File: src/rtl/uart_rx_fifo_if.sv
// Bundle of the write/read/status signals between the UART receiver side,
// the consumer side and the rx byte FIFO.
interface uart_rx_fifo_if #(
    parameter int DATA_W     = 8,
    parameter int DEPTH_LOG2 = 4
);
    logic [DATA_W-1:0]   wr_data;
    logic                wr_en;
    logic                rd_en;
    logic                clr_ovf;
    logic [DATA_W-1:0]   rd_data;
    logic                rd_valid;
    logic                empty;
    logic                full;
    logic [DEPTH_LOG2:0] count;
    logic                overflow;

    modport master (
        output wr_data, wr_en, rd_en, clr_ovf,
        input  rd_data, rd_valid, empty, full, count, overflow
    );

    modport slave (
        input  wr_data, wr_en, rd_en, clr_ovf,
        output rd_data, rd_valid, empty, full, count, overflow
    );
endinterface

File: src/rtl/uart_rx_fifo.sv
// Byte FIFO between the UART receiver and slower consumers. Captures one byte
// per rx_done strobe, reports occupancy and a sticky overflow flag.
// Optional macro UART_RX_FIFO_FWFT_EN selects first-word-fall-through reads;
// without it, reads are registered (data one cycle after the accepted rd_en).
module uart_rx_fifo #(
    parameter int DATA_W     = 8,
    parameter int DEPTH_LOG2 = 4
) (
    input  logic          clk,
    input  logic          rst,
    uart_rx_fifo_if.slave bus
);
    localparam int DEPTH = 1 << DEPTH_LOG2;
    localparam logic [DEPTH_LOG2:0]   CNT_ONE  = (DEPTH_LOG2 + 1)'(1);
    localparam logic [DEPTH_LOG2:0]   CNT_FULL = (DEPTH_LOG2 + 1)'(DEPTH);
    localparam logic [DEPTH_LOG2:0]   CNT_ZERO = '0;
    localparam logic [DEPTH_LOG2-1:0] PTR_ONE  = DEPTH_LOG2'(1);

    logic [DATA_W-1:0]     mem [DEPTH];
    logic [DEPTH_LOG2-1:0] wr_ptr;
    logic [DEPTH_LOG2-1:0] rd_ptr;
    logic [DEPTH_LOG2:0]   count_q;
    logic [DEPTH_LOG2:0]   count_next;
    logic                  empty_q;
    logic                  full_q;
    logic                  overflow_q;
    logic                  rd_accept;
    logic                  wr_accept;
    logic                  wr_drop;

    // Accept decisions and next occupancy; a read frees the slot a full-FIFO write needs.
    always_comb begin
        rd_accept  = bus.rd_en && !empty_q;
        wr_accept  = bus.wr_en && (!full_q || rd_accept);
        wr_drop    = bus.wr_en && !wr_accept;
        count_next = count_q;
        if (wr_accept && !rd_accept) begin
            count_next = count_q + CNT_ONE;
        end else if (rd_accept && !wr_accept) begin
            count_next = count_q - CNT_ONE;
        end
    end

    // Storage array is not reset; writes are suppressed while rst is high.
    always_ff @(posedge clk) begin
        if (!rst && wr_accept) begin
            mem[wr_ptr] <= bus.wr_data;
        end
    end

    // Pointers, occupancy and registered empty/full flags.
    always_ff @(posedge clk) begin
        if (rst) begin
            wr_ptr  <= '0;
            rd_ptr  <= '0;
            count_q <= '0;
            empty_q <= 1'b1;
            full_q  <= 1'b0;
        end else begin
            if (wr_accept) begin
                wr_ptr <= wr_ptr + PTR_ONE;
            end
            if (rd_accept) begin
                rd_ptr <= rd_ptr + PTR_ONE;
            end
            count_q <= count_next;
            empty_q <= (count_next == CNT_ZERO);
            full_q  <= (count_next == CNT_FULL);
        end
    end

    // Sticky overflow: a dropped byte in the same cycle as clr_ovf keeps the flag set.
    always_ff @(posedge clk) begin
        if (rst) begin
            overflow_q <= 1'b0;
        end else if (wr_drop) begin
            overflow_q <= 1'b1;
        end else if (bus.clr_ovf) begin
            overflow_q <= 1'b0;
        end
    end

`ifdef UART_RX_FIFO_FWFT_EN
    // Head of queue is presented combinationally; rd_en only acknowledges it.
    always_comb begin
        bus.rd_data  = empty_q ? '0 : mem[rd_ptr];
        bus.rd_valid = !empty_q;
    end
`else
    logic [DATA_W-1:0] rd_data_q;
    logic              rd_valid_q;

    // Registered read: popped byte appears after the accepting edge and holds until the next pop.
    always_ff @(posedge clk) begin
        if (rst) begin
            rd_data_q  <= '0;
            rd_valid_q <= 1'b0;
        end else begin
            rd_valid_q <= rd_accept;
            if (rd_accept) begin
                rd_data_q <= mem[rd_ptr];
            end
        end
    end

    assign bus.rd_data  = rd_data_q;
    assign bus.rd_valid = rd_valid_q;
`endif

    assign bus.empty    = empty_q;
    assign bus.full     = full_q;
    assign bus.count    = count_q;
    assign bus.overflow = overflow_q;
endmodule
File: src/flat_wrapper.sv
// flat-port wrapper written by rule: the top's interface ports become plain ports
module uart_rx_fifo_flat 
#(
    parameter int DATA_W     = 8,
    parameter int DEPTH_LOG2 = 4
)
  (clk, rst, bus_wr_data, bus_wr_en, bus_rd_en, bus_clr_ovf, bus_rd_data, bus_rd_valid, bus_empty, bus_full, bus_count, bus_overflow);
  uart_rx_fifo_if #(.DATA_W(DATA_W), .DEPTH_LOG2(DEPTH_LOG2)) bus_i ();
  input  logic clk;
  input  logic rst;
  input wire logic [$bits(bus_i.wr_data)-1:0] bus_wr_data;
  input wire logic [$bits(bus_i.wr_en)-1:0] bus_wr_en;
  input wire logic [$bits(bus_i.rd_en)-1:0] bus_rd_en;
  input wire logic [$bits(bus_i.clr_ovf)-1:0] bus_clr_ovf;
  output wire logic [$bits(bus_i.rd_data)-1:0] bus_rd_data;
  output wire logic [$bits(bus_i.rd_valid)-1:0] bus_rd_valid;
  output wire logic [$bits(bus_i.empty)-1:0] bus_empty;
  output wire logic [$bits(bus_i.full)-1:0] bus_full;
  output wire logic [$bits(bus_i.count)-1:0] bus_count;
  output wire logic [$bits(bus_i.overflow)-1:0] bus_overflow;
  assign bus_i.wr_data = bus_wr_data;
  assign bus_i.wr_en = bus_wr_en;
  assign bus_i.rd_en = bus_rd_en;
  assign bus_i.clr_ovf = bus_clr_ovf;
  assign bus_rd_data = bus_i.rd_data;
  assign bus_rd_valid = bus_i.rd_valid;
  assign bus_empty = bus_i.empty;
  assign bus_full = bus_i.full;
  assign bus_count = bus_i.count;
  assign bus_overflow = bus_i.overflow;
  uart_rx_fifo #(.DATA_W(DATA_W), .DEPTH_LOG2(DEPTH_LOG2)) u_core (.clk(clk), .rst(rst), .bus(bus_i));
endmodule
File: config.mk
export PLATFORM = sky130hd
export DESIGN_NAME = uart_rx_fifo_flat
export DESIGN_NICKNAME = d
export VERILOG_FILES = /design/src/rtl/uart_rx_fifo_if.sv /design/src/rtl/uart_rx_fifo.sv /design/src/flat_wrapper.sv
export SDC_FILE = /design/constraint.sdc
export NUM_CORES = 1
export LEC_CHECK = 0
export ABC_AREA = 1
export BUFFER_PORTS_ARGS = -buffer_cell sky130_fd_sc_hd__clkbuf_2
export CORE_ASPECT_RATIO = 0.75
export CORE_MARGIN = 2
export CORE_UTILIZATION = 59
export DETAILED_ROUTE_END_ITERATION = 10
export PLACE_DENSITY = 0.77
export SLEW_MARGIN = 20
export SYNTH_ARGS = -nofsm -noshare
export SYNTH_HDL_FRONTEND = slang
export SYNTH_SLANG_ARGS = --single-unit
File: constraint.sdc
create_clock -name clk -period 4.8 [get_ports clk]
set_clock_uncertainty 0.2 [all_clocks]
set_input_delay 0.72 -clock clk [delete_from_list [all_inputs] [get_ports clk]]
set_output_delay 0.72 -clock clk [all_outputs]
set_load 0.01 [all_outputs]
# [Yosys cells after proc, flatten, opt, wreduce, memory -nomap -nowiden]
# Memory sizes are Yosys's and may differ from the RTL's. A register that Yosys moved wholly into a read port is not among the register bits.
# Cells that the tools add are included.
[totals] register_bits=17 ramBits=128 output_inout_bits=17 memories=1
[op_classes] add_sub_neg=4 eq_ne=1 muxes=6 reduce_logical=14
[memory_table] name="u_core.mem" words=16 word_bits=8 rd=1 rd_ports_with_merged_regs=1 write_ports=1 line="uart_rx_fifo.sv:19" rtl="logic [DATA_W-1:0] mem [DEPTH];"
[op_table] op="5-bit two-way mux" count=2
[op_table] op="4-bit by 1-bit adder with 4-bit output (second input constant)" count=2
[op_table] op="1-bit logical AND" count=6
[op_table] op="5-bit by 1-bit adder with 5-bit output (second input constant)" count=1
[op_table] op="5-bit == test (second input constant)" count=1
[op_table] op="1-bit zero test" count=5
[op_table] op="5-bit zero test" count=1
[op_table] op="5-bit by 1-bit subtractor with 5-bit output (second input constant)" count=1
[op_table] op="1-bit two-way mux" count=4
[op_table] op="2-bit nonzero test" count=1
[op_table] op="1-bit logical OR" count=1

# [Logic depth before layout (Yosys ltp)]
[depth] word_depth=9 depth_mapped=12 depth_no_buf=12

# [Worst setup path after synthesis]
# OpenSTA, ideal clock, no wires.
[synth_timing] kind="input to register" from="input rst" to="memory u_core.mem[0][0] (enable)" setup_time_ns=0.370 t_arrival_ns=1.671 t_required_ns=4.230 slack_ns=2.559 cell_stages=5 n_path_buf=2 cell_sequence="clkbuf_1 > inv_1 > buf_2 > nand3_1 > nor2_1"
[synth_between] elab_chain_len=4
[synth_rtl] element="start, declared" line="flat_wrapper.sv:10" rtl="input logic rst;"
[synth_rtl] element="1-bit zero test" line="uart_rx_fifo.sv:46" rtl="if (!rst && wr_accept) begin"
[synth_rtl] element="1-bit logical AND" line="uart_rx_fifo.sv:46"
[synth_rtl] element="1-bit two-way mux" line="uart_rx_fifo.sv:46"
[synth_rtl] element="1-bit two-way mux (implied by the code)" line="uart_rx_fifo.sv:47" rtl="mem[wr_ptr] <= bus.wr_data;"
[synth_rtl] element="end, declared" line="uart_rx_fifo.sv:19"
# No other way between the ends.

==> summary.txt <==
CTS
  • Root buf cell: clkbuf_16
  • Sink Count: 153
  • Clock Latency Late Sink: 420 ps
  • Postcts setup bufs: 0
  • # resized after CTS: 0
  • Hold Buf Count CTS: 0
  • Num CTS Buffers: 17
  • CTS tree: done
  • Worst-path clk slew: 60 ps
  • Buffer depth of the longest clock path: 2
  • H-tree depth: 4

Logic synthesis
  • Yosys cell types: 26
  • Syn avg cell area: 10.36 sq um
  • Synth warnings: 0
  • Seq cells post-synth: 153
  • Post-Syn Nets: 645
  • Synthesized area: 6477 sq um
  • Cells after synthesis: 625
  • Post-synthesis sequential area ratio: 67.07%

STA
  • Max Freq: 359.7 MHz
  • Setup ws final: 2020 ps
  • Final Hold Viols: 0
  • Slew HR: 30.61%
  • RSZ-0062 raised after global routing: false
  • Worst-margin pin slew: 1039 ps
  • Fin crit period: 2780 ps
  • Setup_tns: 0 ps
  • Final worst-path cycle share: 57.91%
  • Final hold slack: 271.8 ps
  • Endpoints failing setup: 0
  • Slew Viols, Final: 0

Power
  • Pwr/cell area: 436.6 nW/um^2
  • Leakage: 2.809 nW
  • Sw Ratio: 26.30%
  • Pwr Total: 3.136 mW
  • Pint: 2.311 mW
  • Combinational power share: 12.3%
  • Clk network pwr share: 40.0%
  • Max VDD drop: 353.6 uV
  • P_sw: 0.8246 mW
  • Seq pwr share: 47.7%

Hold path
  • Hold Path Class: reg -> reg

GRT
  • First-pass GRT wire length: 22980 microns
  • Tot GR Track Use: 26.42%
  • Number of global-route vias before repair: 4205
  • Pin count of the biggest net entering global routing: 68
  • Total grt overflow: 0
  • Initial antenna violation count: 0

Die
  • Num ports: 30
  • Core Region: 10820 sq um
  • Die Span Y: 94.74 microns
  • Width of the die: 125.0 microns
  • # rows: 33
  • Die footprint: 11840 sq um
  • Starting density of the core: 59.88%

Worst setup path
  • Most frequent CP cell: nand2_1
  • Critical Path AT: 2900 ps
  • Crit path launch type: register
  • CP cell instances: buf_4, inv_2, nand2_1, nand3_1, nand3_1, nand2_1, nand2_1, nand3_1, nand2_1, inv_1
  • Max FO, Critical Path: 67
  • CP max stage cell: inv_2
  • Largest stage delay, worst path: 610 ps
  • CP endpoint kind: register
  • Critical Setup Path Class: reg -> reg
  • Crit path required time: 4920 ps

Layout
  • Area growth syn-to-layout: 10.88%
  • Fin util: 66.39%
  • Layout cells sized above 1: 10.96%
  • Post-route cell area: 7182 sq um
  • N_diodes: 0
  • Commonest cells after routing, fill and taps aside: nand2_1, edfxtp_1, nand3_1, nor2_1, clkbuf_2
  • Non-Filler Instances: 797
  • Filler cells: 783
  • Most common cell after layout, fill and taps aside: nand2_1
  • Final nets: 664

Detailed routing
  • Drt pass-1 iters: 7
  • Via density per instance: 5.792
  • DR vias: 4616
  • Routed WL: 14850 microns
  • Post-DRT Antenna Nets: 0
  • Residual DRC count: 0
  • WL per Instance: 18.64 microns
  • Drt initial violations: 693

Placed design
  • Post-detail-place hpwl: 9505 microns
  • Placed Area: 6616 sq um
  • Gpl congestion: 0.8242
  • Number of port buffers: 29
  • Dpl cells: 765
  • Worst slack at placement: 1873 ps

Run
  • Maxcap violations: 0

Run status
  • Status: complete, no violations
## state kept, by name, summed over array words and instances (netlist names)
| signal | flops |
|---|---|
| u_core.bus.rd_valid | 1 |
| u_core.mem | 128 |
| u_core.bus.count | 5 |
| u_core.bus.full | 1 |
| u_core.rd_ptr | 4 |
| u_core.bus.overflow | 1 |
| u_core.bus.rd_data | 8 |
| u_core.wr_ptr | 4 |
| u_core.bus.empty | 1 |
## cell families after synthesis
family	Yosys count	share of synthesized area (%)
and+or+nand+nor	384	25.15
DFF	153	67.07
buffers and inverters	63	4.906
AOI/OAI and AO/OA	17	1.391
adders and majority gates	7	1.352
xor gates and xnor gates	1	0.1352
## worst paths after layout
path,startpoint,end,slack (ps),cells past startpoint
max,u_core.rd_ptr[0],u_core.bus.rd_data[3],2020,10
min,u_core.bus.overflow,u_core.bus.overflow,270,2
max reg2reg,u_core.rd_ptr[0],u_core.bus.rd_data[3],2020,10
min reg2reg,u_core.bus.overflow,u_core.bus.overflow,270,2
## area by class of cell
type,instances,area [sq um],area share (%)
Multi-Input combinational cell,409,1815,25.28
Timing Repair Buffer,31,160.2,2.230
Sequential cell,153,4345,60.51
Tap cell,140,175.2,2.439
Clock buffer,21,483.0,6.725
Clock inverter,11,82.58,1.150
Inverter,32,120.1,1.672
## routing by layer
| metal | vias to the layer above | track usage [%] | share of wire (%) | routed length (microns) |
|---|---|---|---|---|
| li1 | 2163 | - | - | - |
| met4 | 0 | 10.74 | 2.8 | 414 |
| met2 | 266 | 38.32 | 43 | 6398 |
| met1 | 2153 | 38.38 | 43 | 6362 |
| met5 | - | 0 | 0 | 0 |
| met3 | 34 | 6.969 | 11 | 1678 |
## power by group through the flow
stage / Clock, mW / Combinational [mW] / Sequential, mW
after detailed placement: 0 / 0.378 / 1.52
after floorplan: 0 / 0.274 / 1.53
after CTS: 1.26 / 0.383 / 1.49
final: 1.25 / 0.387 / 1.49
after global placement: 0 / 0.372 / 1.52
after global routing: 1.32 / 0.438 / 1.50
## synthesized netlist by cell type
| library cell | n | share of area [%] |
|---|---|---|
| a21oi_1 | 11 | 0.85 |
| a31oi_1 | 1 | 0.097 |
| buf_2 | 17 | 1.3 |
| buf_4 | 4 | 0.46 |
| buf_6 | 6 | 1.0 |
| clkbuf_1 | 4 | 0.23 |
| clkinv_1 | 2 | 0.12 |
| dfxtp_1 | 25 | 7.7 |
| edfxtp_1 | 128 | 59 |
| ha_1 | 7 | 1.4 |
| inv_1 | 27 | 1.6 |
| inv_2 | 3 | 0.17 |
| nand2_1 | 209 | 12 |
| nand2_2 | 2 | 0.19 |
| nand2_4 | 1 | 0.17 |
| nand3_1 | 120 | 9.3 |
| nand3_2 | 1 | 0.15 |
| nand4_1 | 2 | 0.19 |
| nor2_1 | 45 | 2.6 |
| nor2_2 | 1 | 0.097 |
| nor2_4 | 1 | 0.17 |
| nor3_1 | 1 | 0.077 |
| nor4_1 | 1 | 0.097 |
| o21ai_0 | 4 | 0.31 |
| o21ai_2 | 1 | 0.14 |
| xor2_1 | 1 | 0.14 |
## critical path: cells and delay by family, from the launching register on
kind	cells	cell delay [ps]
simple gates	7	920
buf+inv	3	1180
flops	1	320
(Power assumes the default switching activity.)
